--- config.mk ---
export PLATFORM = sky130hd
export DESIGN_NAME = serial_parity_tx
export DESIGN_NICKNAME = d
export VERILOG_FILES = /design/src/rtl/serial_parity_tx.sv
export SDC_FILE = /design/constraint.sdc
export NUM_CORES = 1
export LEC_CHECK = 0
export ABC_AREA = 1
export CAP_MARGIN = 20
export CORE_UTILIZATION = 53
export DETAILED_ROUTE_END_ITERATION = 8
export PLACE_DENSITY_LB_ADDON = 0.3
export SLEW_MARGIN = 10
export SYNTH_ARGS = -nofsm -noshare
export SYNTH_HDL_FRONTEND = slang
export SYNTH_SLANG_ARGS = --single-unit
--- constraint.sdc ---
create_clock -name clk -period 3.7 [get_ports clk]
set_clock_uncertainty 0.15 [all_clocks]
set_input_delay 0.74 -clock clk [delete_from_list [all_inputs] [get_ports clk]]
set_output_delay 0.74 -clock clk [all_outputs]
set_load 0.05 [all_outputs]
--- src/rtl/serial_parity_tx.sv ---
// serial_parity_tx: LSB-first serial transmitter that appends one parity bit per word.
// A new word may be accepted in the parity cycle, so frames can run back to back.
module serial_parity_tx #(
  parameter int unsigned DATA_W     = 32'd8,
  parameter bit          PARITY_ODD = 1'b0
) (
  input  logic              clk,
  input  logic              rst_n,
  input  logic [DATA_W-1:0] din,
  input  logic              load,
  output logic              ready,
  output logic              x_out,
  output logic              out_valid,
  output logic              is_par,
  output logic              done
);

  localparam int unsigned          CNT_W    = $clog2(DATA_W) + 32'd1;
  localparam logic [CNT_W-1:0]     CNT_LAST = CNT_W'(DATA_W - 32'd1);
  localparam logic [CNT_W-1:0]     CNT_ONE  = CNT_W'(32'd1);

  typedef enum logic [1:0] {
    ST_IDLE   = 2'd0,
    ST_SHIFT  = 2'd1,
    ST_PARITY = 2'd2
  } state_t;

  state_t              state_r, state_nxt_s;
  logic [DATA_W-1:0]   shreg_r, shreg_nxt_s;
  logic [CNT_W-1:0]    cnt_r, cnt_nxt_s;
  logic                par_r, par_nxt_s;
  logic                x_out_r, x_out_nxt_s;
  logic                out_valid_r, out_valid_nxt_s;
  logic                is_par_r, is_par_nxt_s;
  logic                done_r, done_nxt_s;
  logic                ready_s;
  logic                xfer_s;

  function automatic logic par_acc(input logic acc_i, input logic bit_i);
    return acc_i ^ bit_i;
  endfunction

  assign ready_s   = rst_n && ((state_r == ST_IDLE) || (state_r == ST_PARITY));
  assign xfer_s    = load && ready_s;
  assign ready     = ready_s;
  assign x_out     = x_out_r;
  assign out_valid = out_valid_r;
  assign is_par    = is_par_r;
  assign done      = done_r;

  // State and datapath registers; reset clears everything and ignores load.
  always_ff @(posedge clk) begin
    if (!rst_n) begin
      state_r     <= ST_IDLE;
      shreg_r     <= {DATA_W{1'b0}};
      cnt_r       <= {CNT_W{1'b0}};
      par_r       <= 1'b0;
      x_out_r     <= 1'b0;
      out_valid_r <= 1'b0;
      is_par_r    <= 1'b0;
      done_r      <= 1'b0;
    end else begin
      state_r     <= state_nxt_s;
      shreg_r     <= shreg_nxt_s;
      cnt_r       <= cnt_nxt_s;
      par_r       <= par_nxt_s;
      x_out_r     <= x_out_nxt_s;
      out_valid_r <= out_valid_nxt_s;
      is_par_r    <= is_par_nxt_s;
      done_r      <= done_nxt_s;
    end
  end

  // Next-state decode.
  always_comb begin
    state_nxt_s = state_r;
    case (state_r)
      ST_IDLE: begin
        if (xfer_s) state_nxt_s = ST_SHIFT;
        else        state_nxt_s = ST_IDLE;
      end
      ST_SHIFT: begin
        if (cnt_r == CNT_LAST) state_nxt_s = ST_PARITY;
        else                   state_nxt_s = ST_SHIFT;
      end
      ST_PARITY: begin
        if (xfer_s) state_nxt_s = ST_SHIFT;
        else        state_nxt_s = ST_IDLE;
      end
      default: state_nxt_s = ST_IDLE;
    endcase
  end

  // Next datapath/output values; the shift register holds only the bits not yet sent.
  always_comb begin
    shreg_nxt_s     = shreg_r;
    cnt_nxt_s       = cnt_r;
    par_nxt_s       = par_r;
    x_out_nxt_s     = 1'b0;
    out_valid_nxt_s = 1'b0;
    is_par_nxt_s    = 1'b0;
    done_nxt_s      = 1'b0;
    if (xfer_s) begin
      shreg_nxt_s     = {1'b0, din[DATA_W-1:1]};
      x_out_nxt_s     = din[0];
      out_valid_nxt_s = 1'b1;
      cnt_nxt_s       = {CNT_W{1'b0}};
      par_nxt_s       = din[0];
    end else begin
      case (state_r)
        ST_SHIFT: begin
          if (cnt_r == CNT_LAST) begin
            x_out_nxt_s     = par_acc(par_r, PARITY_ODD);
            out_valid_nxt_s = 1'b1;
            is_par_nxt_s    = 1'b1;
            done_nxt_s      = 1'b1;
          end else begin
            shreg_nxt_s     = {1'b0, shreg_r[DATA_W-1:1]};
            x_out_nxt_s     = shreg_r[0];
            out_valid_nxt_s = 1'b1;
            par_nxt_s       = par_acc(par_r, shreg_r[0]);
            cnt_nxt_s       = cnt_r + CNT_ONE;
          end
        end
        ST_IDLE:   x_out_nxt_s = 1'b0;
        ST_PARITY: x_out_nxt_s = 1'b0;
        default:   x_out_nxt_s = 1'b0;
      endcase
    end
  end

endmodule

==> results of run 1 <==
[cells in the final DEF, fill, tap and decap left out, drive strengths merged]
| cell type | instances |
|---|---|
| a21oi | 11 |
| buf | 1 |
| clkbuf | 4 |
| clkdlybuf4s50 | 14 |
| dfxtp | 17 |
| ha | 1 |
| inv | 12 |
| nand2 | 36 |
| nand3 | 12 |
| nand4 | 7 |
| nor2 | 9 |
| nor3 | 1 |
| o211ai | 1 |
| o21ai | 2 |
| or2 | 1 |
[per-layer routing]
| metal | vias to the layer above | track usage | share of wire |
|---|---|---|---|
| met5 | - | 0 | 0 |
| met4 | 0 | 0.05806 | 0.0088 |
| met3 | 2 | 0.03913 | 0.040 |
| met2 | 23 | 0.3406 | 0.51 |
| met1 | 350 | 0.2186 | 0.44 |
| li1 | 400 | - | - |
[cell usage after synthesis]
| cell | n | area share |
|---|---|---|
| a21oi_1 | 11 | 0.067 |
| buf_2 | 2 | 0.012 |
| buf_4 | 3 | 0.027 |
| buf_8 | 1 | 0.018 |
| dfxtp_1 | 17 | 0.41 |
| ha_1 | 1 | 0.015 |
| inv_1 | 10 | 0.046 |
| inv_2 | 2 | 0.0091 |
| nand2_1 | 34 | 0.15 |
| nand2_2 | 2 | 0.015 |
| nand3_1 | 10 | 0.061 |
| nand3_2 | 2 | 0.024 |
| nand4_1 | 7 | 0.053 |
| nor2_1 | 8 | 0.036 |
| nor2_4 | 1 | 0.014 |
| nor3_1 | 1 | 0.0061 |
| o211ai_1 | 1 | 0.0091 |
| o21ai_0 | 2 | 0.012 |
| or2_1 | 1 | 0.0076 |
[final cells by class]
cell class / count / area, um^2
fill: 138 / 396.6
tap: 15 / 18.77
multi-input combinational: 81 / 391.6
sequential: 17 / 340.3
clock buffer: 4 / 26.28
timing repair buffer: 15 / 147.6
inverter: 12 / 45.04
[worst reg2reg max path, cell delays in order (launching register included)]
cell and delay [ns]:
dfxtp_1 0.40, ha_1 0.21, nand3_2 0.14, nand2_2 0.27, nand2_2 0.16, nand2_1 0.10, a21oi_1 0.06
[final timing paths]
kind / from / endpoint / slack [ns] / cells after the start
worst max register to register: cnt_r[0] / par_r / 2.10 / 6
worst min-delay path: cnt_r[3] / cnt_r[3] / 0.34 / 2
worst max-delay path: rst_n / ready / 0.91 / 4
worst min register to register: cnt_r[3] / cnt_r[3] / 0.34 / 2
[sequential cells by signal (all words and copies together), names as in the netlist]
| signal | cells |
|---|---|
| shreg_r | 7 |
| par_r | 1 |
| cnt_r | 4 |
| out_valid | 1 |
| state_r | 2 |
| x_out | 1 |
| done | 1 |
[power by group through the flow]
stage	combinational [W]	clock (W)	sequential [W]
finish	0.0000601	0.0000982	0.000194
global route	0.0000658	0.000106	0.000195
CTS	0.0000601	0.0000987	0.000194
detailed placement	0.0000600	0	0.000198
global placement	0.0000586	0	0.000198
floorplan	0.0000382	0	0.000203
[cell families (layout without fill, tap and decap cells)]
group,after synthesis,after routing
AOI/OAI and AO/OA,14,14
DFF,17,17
and+or+nand+nor,66,66
adders and majority gates,1,1
buffers and inverters,18,31
[metrics by stage]
stage	hold slack (ns)	utilization	total power (W)	cells
after CTS	0.3455	0.7097	0.0003526	144
after global placement	0.3165	0.6905	0.0002564	140
after global routing	0.3614	0.7097	0.0003660	144
final	0.3396	0.7097	0.0003523	144
after floorplan	0.3029	-	0.0002408	116
after detailed placement	0.3307	0.6905	0.0002581	140
==> out/results.ini, run 1 <==
[synthesis]
synth_mux_area_frac=0
netlist_area_um2=824.5
synth_cell_types=19
yosys.area_share.simple=0.3718
avgSynthCellArea_um2=7.108
synth_seq_cells=17
synth_nets=128
synth_xor_xnor_area_share=0
ys_seq_area_frac=0.4127
synth_fa_ha_area_frac=0.01517
synthCells=116
synth_top_family_by_area=simple AND/OR/NAND/NOR gates
yosys_warnings=0
synth_compound_gate_area_share=0.08801

[power_and_ir_drop]
seqPwrFrac=0.551
switchingPower_w=0.00009738
swShare=0.2764
pwr-share-comb=0.171
clock_power_share=0.279
p_per_area_nw_per_um2=363.3
p_leak_nw=0.4069
vdd_drop_max_uv=214.0
intPower_w=0.0002549

[detailed_routing]
drt-vias-per-instance=5.382
routed-via-count=775
routedWlPerCell_um=11.03
route.detailed.drc=0
antenna_left=0
drt_iter0_markers=31
dr.pass1.iters=4
routed_wl_um=1588

[worst_hold_path]
hp-class=register to register

[die]
ios=16
start_util=0.6035
core_um2=1366
fp.dieH_um=41.44
fp.dieW_um=41.44
rows=13
die-area_um2=1717

[worst_setup_path]
crit_path_end_kind=primary output
worst_path_max_delay_cell=clkdlybuf4s50_1
path_delay_family=buffers and inverters
worstPathCellList=clkdlybuf4s50_1 -> inv_2 -> nor2_1 -> buf_4
required_ns=2.81
path_max_fanout=12
start_kind=primary input
crit_buf_inv=3
critPathKind=primary input to primary output
worstPathArrival_ns=1.90
slowest_delay_ns=0.63

[sta]
finalSetupViolCount=0
timing.final.hold_violations=0
max_freq_mhz=358.8
fin_crit_ns=2.787
worst_slack_ns=0.9130
finalSetupTns_ns=0
worst_pin_slew_ns=0.4954
slew_headroom=0.6687
fin_crit_sh=0.7533
final_max_slew_viol_count=0
rsz0062_at_grt=false

[clocking]
cts_resized=0
cts_sinks=17
clkSlewWorstSetupHoldPaths_ns=0.10
cts.htree.levels=1
post_cts_buffers=0
cts_tree=built
holdBufCountCts=0
cts-root-buf=clkbuf_4
cts_buffers=3
cts_buffer_depth=2
clk-insertion-delay-late_ns=0.28

[final_layout]
drive_gt1_frac=0.08527
postLayoutCellArea_um2=969.7
antenna_cells=0
areaGrowthSynthToFinish_pct=17.60
finalNetCount=142

[place]
dp_hpwl_um=1172
finalWeightedCongestion=0.8080
numPortBuffers=15
dp_slack_ns=0.9124
post_dp_cell_area_um2=943.4

[global_route]
grt_max_degree=20
grt_pass1_vias=676
grt_usage=0.1880
antenna_found_initial=0
grt_overflow=0
grt_pass1_wl_um=2566

[flow_run]
max_cap_viol_count=0

[run_status]
outcome=finished clean

Note: power is estimated with default switching activity, not from simulation.
==> run 2, diff against run 1 <==
Settings changed: CORE_UTILIZATION 53 to 49.
Clock period 3.7 ns to 2.9 ns, I/O delays scaled along.
==> run 2 against run 1 <==
- combinational power increased by 35%
- clock power increased by 31%
- register-to-register slack got worse by 0.80 ns
- sequential cell count unchanged
- sequential power increased by 28%
- sequential share of layout area decreased by 0.88 points
- non-clock buffer count increased by 1
- core utilization decreased by 6.4 points
- design area increased by 2.6%
- clock-buffer cell count decreased by 1
- highest routed layer unchanged
==> out/results.ini, run 2 (synthesis results as in run 1) <==
[final_layout]
top_regs=shreg_r (7), cnt_r (4), state_r (2)
nFillCells=142  ; +2.9%
drive_gt1_frac=0.1000  ; +0.01473
regMostFlops=shreg_r
areaGrowthSynthToFinish_pct=20.64
finalNetCount=143  ; +0.70%
largest_register_ff_count=7  ; unchanged
antenna_cells=0  ; unchanged
layout_common_cells=nand2_1, dfxtp_1, clkdlybuf4s50_1, a21oi_1
multi_input_area_um2=391.6  ; unchanged
final_common_cell=nand2_1
seqCellArea_um2=340.3  ; unchanged

[power_and_ir_drop]
p_per_area_nw_per_um2=460.9  ; +27%
power_w=0.0004584  ; +30%
p_leak_nw=0.4149  ; +2.0%
vdd_drop_max_uv=326.4  ; +53%

[global_route]
grt_pass1_wl_um=2801  ; +9.2%
grt_pass1_vias=673  ; -0.44%
grt_max_degree=20  ; unchanged
antenna_found_initial=0  ; unchanged
grt_overflow=0  ; unchanged
grt_usage=0.2002  ; +0.01216

[die]
start_util=0.5349  ; -0.06858
rows=14  ; +1
ios=16  ; unchanged
fp.dieH_um=43.02  ; +3.8%
core_um2=1541  ; +13%
die-area_um2=1851  ; +7.8%
fp.dieW_um=43.02  ; +3.8%

[sta]
finalSetupViolCount=0  ; unchanged
slew_headroom=0.6695  ; +0.0008450
rsz0062_at_grt=false
fin_crit_ns=2.405
finalSetupTns_ns=0  ; unchanged
final_max_slew_viol_count=0  ; unchanged
fin_crit_sh=0.8292
timing.hold.ws_ns=0.3427  ; +0.003105 ns
max_freq_mhz=415.9
timing.final.hold_violations=0  ; unchanged
worst_pin_slew_ns=0.4942  ; -0.001263 ns

[clocking]
cts_sinks=17  ; unchanged
cts_buffer_depth=2  ; unchanged
cts_resized=0  ; unchanged
post_cts_buffers=0  ; unchanged
cts_tree=built
clkSlewWorstSetupHoldPaths_ns=0.10  ; about the same
clk-insertion-delay-late_ns=0.29  ; about the same
holdBufCountCts=0  ; unchanged
cts-root-buf=clkbuf_4
cts_buffers=3  ; unchanged
cts.htree.levels=1  ; unchanged

[detailed_routing]
antenna_left=0  ; unchanged
drt-vias-per-instance=5.192  ; -3.5%
routedWlPerCell_um=10.98  ; -0.44%
routed-via-count=758  ; -2.2%
drt_iter0_markers=21  ; -32%
route.detailed.drc=0  ; unchanged
dr.pass1.iters=4  ; unchanged
routed_wl_um=1603  ; +0.94%

[worst_setup_path]
slowest_delay_ns=0.64  ; about the same
worstPathCellList=clkdlybuf4s50_1 -> inv_2 -> nor2_1 -> buf_12
worstPathArrival_ns=1.67  ; -0.23 ns
crit_path_end_kind=primary output
required_ns=2.17  ; -0.64 ns
worst_path_max_delay_cell=clkdlybuf4s50_1
critPathKind=primary input to primary output
path_max_fanout=8  ; -4
start_kind=primary input

[flow_run]
max_cap_viol_count=0  ; unchanged

[place]
numPortBuffers=15  ; unchanged
dp_hpwl_um=1147  ; -2.1%
finalWeightedCongestion=0.8064  ; -0.20%

[run_status]
outcome=finished clean

[worst_hold_path]
hp-class=register to register

## run 2: cell types whose count changed in the layout (fill, tap and decap cells not counted)
cell,change
clkinvlp_4,+1
buf_12,+1
clkbuf_1,-1
## run 2: layout make-up
| type | instances | share of cell area |
|---|---|---|
| Multi-Input combinational cell | 81 | 0.3937 |
| Sequential cell | 17 | 0.3421 |
| Timing Repair Buffer | 16 | 0.1686 |
| Inverter | 12 | 0.04528 |
| Clock buffer | 3 | 0.02264 |
| Tap cell | 16 | 0.02013 |
| Clock inverter | 1 | 0.007547 |
## run 2: worst paths after layout
check             slack (ns)       start  cells past startpoint          to
setup / recovery        0.50       rst_n                      4       ready
setup reg to reg        1.30    cnt_r[0]                      6  shreg_r[4]
hold / removal          0.34  shreg_r[1]                      2  shreg_r[1]
hold reg to reg         0.34  shreg_r[1]                      2  shreg_r[1]
## run 2: metrics by stage
step / utilization / area, um^2 / std cells / setup WS (ns)
global placement: 0.6258 / 964.7 / 142 / 0.5208
CTS: 0.6453 / 994.7 / 146 / 0.4899
finish: 0.6453 / 994.7 / 146 / 0.4954
detailed placement: 0.6258 / 964.7 / 142 / 0.5027
floorplan: - / 824.5 / 116 / 0.7475
global route: 0.6453 / 994.7 / 146 / 0.4177
## run 2: routing by layer
metal | global-route usage | vias up | share of wire
met4 | 0.07273 | 0 | 0.0069
met3 | 0.03830 | 2 | 0.031
met5 | 0 | - | 0
met1 | 0.2454 | 331 | 0.48
met2 | 0.3455 | 16 | 0.48
li1 | - | 409 | -
## run 2: where the power goes
| part | leakage [nW] | switching, W | total [W] | internal [W] |
|---|---|---|---|---|
| combinational | 0.263 | 0.0000478 | 0.0000812 | 0.0000333 |
| sequential | 0.138 | 0.00000572 | 0.000248 | 0.000242 |
| clock | 0.0139 | 0.0000771 | 0.000129 | 0.0000523 |
| total | 0.415 | 0.000131 | 0.000458 | 0.000328 |
## run 2: critical path, delay by kind of cell
family	cells	cell delay, ns
buffers and inverters	3	0.87
AND/OR/NAND/NOR	1	0.21
==> RTL edit 1 (config.mk and constraints of run 2) <==
Change the parameter `PARITY_ODD` from 1'b0 to 1'b1.
--- a/src/rtl/serial_parity_tx.sv
+++ b/src/rtl/serial_parity_tx.sv
@@ -2,7 +2,7 @@
 // A new word may be accepted in the parity cycle, so frames can run back to back.
 module serial_parity_tx #(
   parameter int unsigned DATA_W     = 32'd8,
-  parameter bit          PARITY_ODD = 1'b0
+  parameter bit          PARITY_ODD = 1'b1
 ) (
   input  logic              clk,
   input  logic              rst_n,
Function: changed (a bounded check fails within 10 cycles, from zero or initial values and one cycle with rst_n low).
==> RTL edit 1 against run 2 <==
- wire length rose by 3.0%
- setup slack improved by 0.011 ns
- sequential share of layout area fell by 1.1 points
- design area rose by 3.4%
- area after synthesis rose by 5.3%
- total power rose by 2.4%
- critical path depth did not move
- combinational power rose by 11%
- sequential cell count did not move
==> RTL edit 1: results (changes against run 2) <==
[place]
gp_congestion = 0.766  ; -5.0%
hpwl_mm = 1.25  ; +8.7%
port_buffers = 15  ; unchanged
post-place-ws_ns = 0.504  ; +0.00108 ns
dp.cells = 147  ; +3.5%

[worst_setup_path]
path_max_fanout = 13  ; +5
max_stage_delay_ns = 0.47  ; -0.17 ns
r2r-end = shreg_r[5]$_SDFFE_PN0P_
reg2reg_slack_ns = 1.42  ; +0.12 ns
critical_path.top_delay_family = buffers and inverters
arrival_ns = 1.66

[pwr]
combPwrFrac = 0.192  ; +0.015
power_combinational_mw = 0.0902  ; +11%
pg_seq_mw = 0.249
switching_power_mw = 0.136  ; +3.9%
peakVddDrop_uv = 268  ; -18%
power_leakage_nw = 0.427  ; +2.9%

[synthesis]
yosys-top-cells-area = dfxtp_1 (39%), nand2_1 (16%), nand3_1 (5.2%)
netlist_top_cells_count = nand2_1 (36), dfxtp_1 (17), nor2_1 (12)
syn-num-nets = 133  ; +3.9%
ys_types = 23  ; +4
synth_top_cell_area_share = 0.392  ; -0.0208
yosysSeqAreaShare = 0.392  ; -0.0208
postSynthCellCount = 121  ; +4.3%

[routing]
first_pass_iters = 4  ; unchanged
wl_mm = 1.65  ; +3.0%
post_drt_wl_per_cell_um = 10.9  ; -0.42%
drt-initial-drc-count = 28  ; +33%
vias = 800  ; +5.5%

[layout]
drive_gt1_frac = 0.119  ; +0.0185
diodes = 0  ; unchanged
fin_util = 0.652  ; +0.00709
n_fill_cell = 157  ; +11%

[sta]
max_slew.worst_pin.slew_ns = 0.494  ; -0.000659 ns
setup_ws_ns = 0.506  ; +0.0105 ns
whs_ns = 0.324  ; -0.0190 ns

[grt]
gr-usage-all-layers = 0.199  ; -0.000857
grt_pass1_vias = 715  ; +6.2%
antenna_found_initial = 0  ; unchanged
grt_max_degree = 20  ; unchanged
grt_pass1_wl_mm = 2.88  ; +3.0%

[worst_hold_path]
min_from = shreg_r[6]$_SDFFE_PN0P_
min_path_type = reg2reg
whs_path_depth = 2  ; unchanged
hold_path_end = shreg_r[6]$_SDFFE_PN0P_

[cts]
cts_buffer_depth = 2  ; unchanged
clk_latency_ns = 0.29  ; about the same
numCtsBuffers = 3  ; unchanged

[status]
outcome = completed

==> RTL edit 1: changes by cell type in the layout (fill, tap and decap cells not counted), moves of 2 or more <==
| cell | before | now |
|---|---|---|
| nor2_1 | 8 | 12 |
| o21ai_0 | 2 | 5 |
| inv_1 | 10 | 8 |
| a21oi_1 | 11 | 6 |
| nand2_1 | 34 | 36 |
==> RTL edit 1: cell families after synthesis <==
family                     share of synthesized area
adders and majority gates                     0.0144
buffers and inverters                          0.111
AOI/OAI and AO/OA                             0.0821
and+or+nand+nor                                0.401
DFF                                            0.392
==> RTL edit 1: final cells by class <==
type                       count  area share
clock buffer                   4      0.0255
sequential                    17       0.331
inverter                      11      0.0414
multi-input combinational     87       0.420
timing repair buffer          16       0.163
tap                           16      0.0195
==> RTL edit 1: routing by layer <==
metal | wire length [µm] | vias to the layer above | global-route usage
met5 | 0 | - | 0
met4 | 9 | 0 | 0.0909
met3 | 56 | 2 | 0.0245
met2 | 862 | 16 | 0.359
met1 | 723 | 358 | 0.234
li1 | - | 424 | -
==> RTL edit 2 (config.mk and constraints of run 2) <==
Made on the original files. Re-encode `state_t` (3 states) as one-hot, 3 bits wide.
--- a/src/rtl/serial_parity_tx.sv
+++ b/src/rtl/serial_parity_tx.sv
@@ -19,10 +19,10 @@
   localparam logic [CNT_W-1:0]     CNT_LAST = CNT_W'(DATA_W - 32'd1);
   localparam logic [CNT_W-1:0]     CNT_ONE  = CNT_W'(32'd1);
 
-  typedef enum logic [1:0] {
-    ST_IDLE   = 2'd0,
-    ST_SHIFT  = 2'd1,
-    ST_PARITY = 2'd2
+  typedef enum logic [2:0] {
+    ST_IDLE   = 3'b001,
+    ST_SHIFT  = 3'b010,
+    ST_PARITY = 3'b100
   } state_t;
 
   state_t              state_r, state_nxt_s;
Behaviour: same outputs for any inputs over 10 cycles, from zero or initial values and one cycle with rst_n low; not proved beyond that.
==> RTL edit 2 against run 2 <==
- fmax decreased by 1.4%
- area after synthesis is 19% higher
- total power increased by 12%
- sequential share of layout area fell by 3.3 points
- wire length is 5.9% higher
- setup slack lost 0.034 ns
- sequential cell count rose by 1
- design area rose by 17%
==> RTL edit 2: results (changes against run 2) <==
[place]
gp_congestion = 0.762  ; -5.5%
placed_cell_area_um2 = 1130  ; +17%
dp.cells = 158  ; +11%
post-place-ws_ns = 0.468  ; -0.0342 ns
port_buffers = 15  ; unchanged
hpwl_mm = 1.24  ; +8.1%

[sta]
whs_ns = 0.331  ; -0.0113 ns
slew_headroom = 0.670  ; about the same

[layout]
n_fill_cell = 171  ; +20%
final_net_count = 150  ; +4.9%
reg.largest.list = shreg_r: 7 flops, cnt_r: 4 flops, state_r: 3 flops
drive_gt1_frac = 0.234  ; +0.134

[cts]
numCtsBuffers = 3  ; unchanged
htreeDepth = 1  ; unchanged
cts_buffer_depth = 2  ; unchanged

[synthesis]
ys_types = 27  ; +8
yosys-top-cells-area = dfxtp_1 (37%), nand2_1 (11%), nand3_2 (6.1%)
syn-num-nets = 134  ; +4.7%
netlist_top_cells_count = nand2_1 (30), dfxtp_1 (18), inv_1 (14)
yosysSeqAreaShare = 0.368  ; -0.0449
avgSynthCellArea_um2 = 8.03  ; +13%
async_flop_share = 0  ; unchanged

[worst_setup_path]
reg2reg_slack_ns = 1.35  ; +0.05 ns
arrival_ns = 1.71  ; +0.04 ns
max_stage_delay_ns = 0.55  ; -0.09 ns
path_max_fanout = 10  ; +2
r2r-end = shreg_r[1]$_SDFFE_PN0P_
reg2reg_from = state_r[0]$_SDFF_PN1_
rr_worst_depth = 7  ; +1
start_kind = input pin

[grt]
gr-usage-all-layers = 0.185  ; -0.0150
grt_pass1_wl_mm = 2.78  ; -0.75%
grt_max_degree = 15  ; -25%
grt_pass1_vias = 652  ; -3.1%

[worst_hold_path]
hold_path_end = shreg_r[6]$_SDFFE_PN0P_
min_from = shreg_r[6]$_SDFFE_PN0P_

[pwr]
power_leakage_nw = 0.487  ; +17%
peakVddDrop_uv = 364  ; +11%
switching_power_mw = 0.137  ; +5.0%

[routing]
wl_mm = 1.70  ; +5.9%
drt-initial-drc-count = 8  ; -62%
first_pass_iters = 4  ; unchanged
vias_per_cell = 4.83  ; -6.9%
vias = 783  ; +3.3%

[status]
outcome = completed

RTL edit 2: power by group through the flow:
stage	Combinational [mW]	Sequential [mW]	Clock (mW)
finish	0.0881	0.267	0.157
detailed placement	0.0881	0.273	0
global route	0.0957	0.268	0.171
global placement	0.0867	0.272	0
floorplan	0.0549	0.277	0
CTS	0.0884	0.267	0.158
RTL edit 2: how the worst max path moves through the flow:
stage,startpoint,endpoint,slack (ns),cells past startpoint
after floorplan,rst_n,ready,1.15,2
after global placement,rst_n,ready,0.52,4
after detailed placement,rst_n,ready,0.47,4
after CTS,rst_n,ready,0.47,4
after global routing,rst_n,ready,0.42,4
final,rst_n,ready,0.46,4
RTL edit 2: cells by family after synthesis:
logic type               after synthesis  synth area share
AND/OR/NAND/NOR                       64             0.377
flip-flops                            18             0.368
AO/OA/AOI/OAI                         15             0.103
buffers and inverters                 22             0.121
XOR/XNOR                               2            0.0179
adder cells (fa/ha/maj)                1            0.0128
RTL edit 2: final cells by class:
class	instances	area, µm²	share of cell area
clock buffers	4	36.3	0.0311
inverters	17	71.3	0.0611
multi-input cells	82	500	0.429
flip-flops and latches	18	360	0.309
well taps	25	31.3	0.0268
repair buffers	16	168	0.144
RTL edit 2: stage by stage:
step,utilization,power (mW)
6_report,0.648,0.512
5_1_grt,0.648,0.535
4_1_cts,0.648,0.513
3_5_place_dp,0.628,0.361
3_3_place_gp,0.628,0.359
2_1_floorplan,-,0.332
RTL edit 2: per-layer routing:
metal	vias up	global-route usage	part of all wire
met5	-	0	0
met4	0	0.120	0.027
met3	5	0.0353	0.040
met2	17	0.256	0.46
met1	346	0.260	0.47
li1	415	-	-
RTL edit 2: worst max-delay path: cells and delay by family:
| family | cells | cell delay, ns |
|---|---|---|
| AND/OR/NAND/NOR | 1 | 0.25 |
| buffers and inverters | 3 | 0.87 |
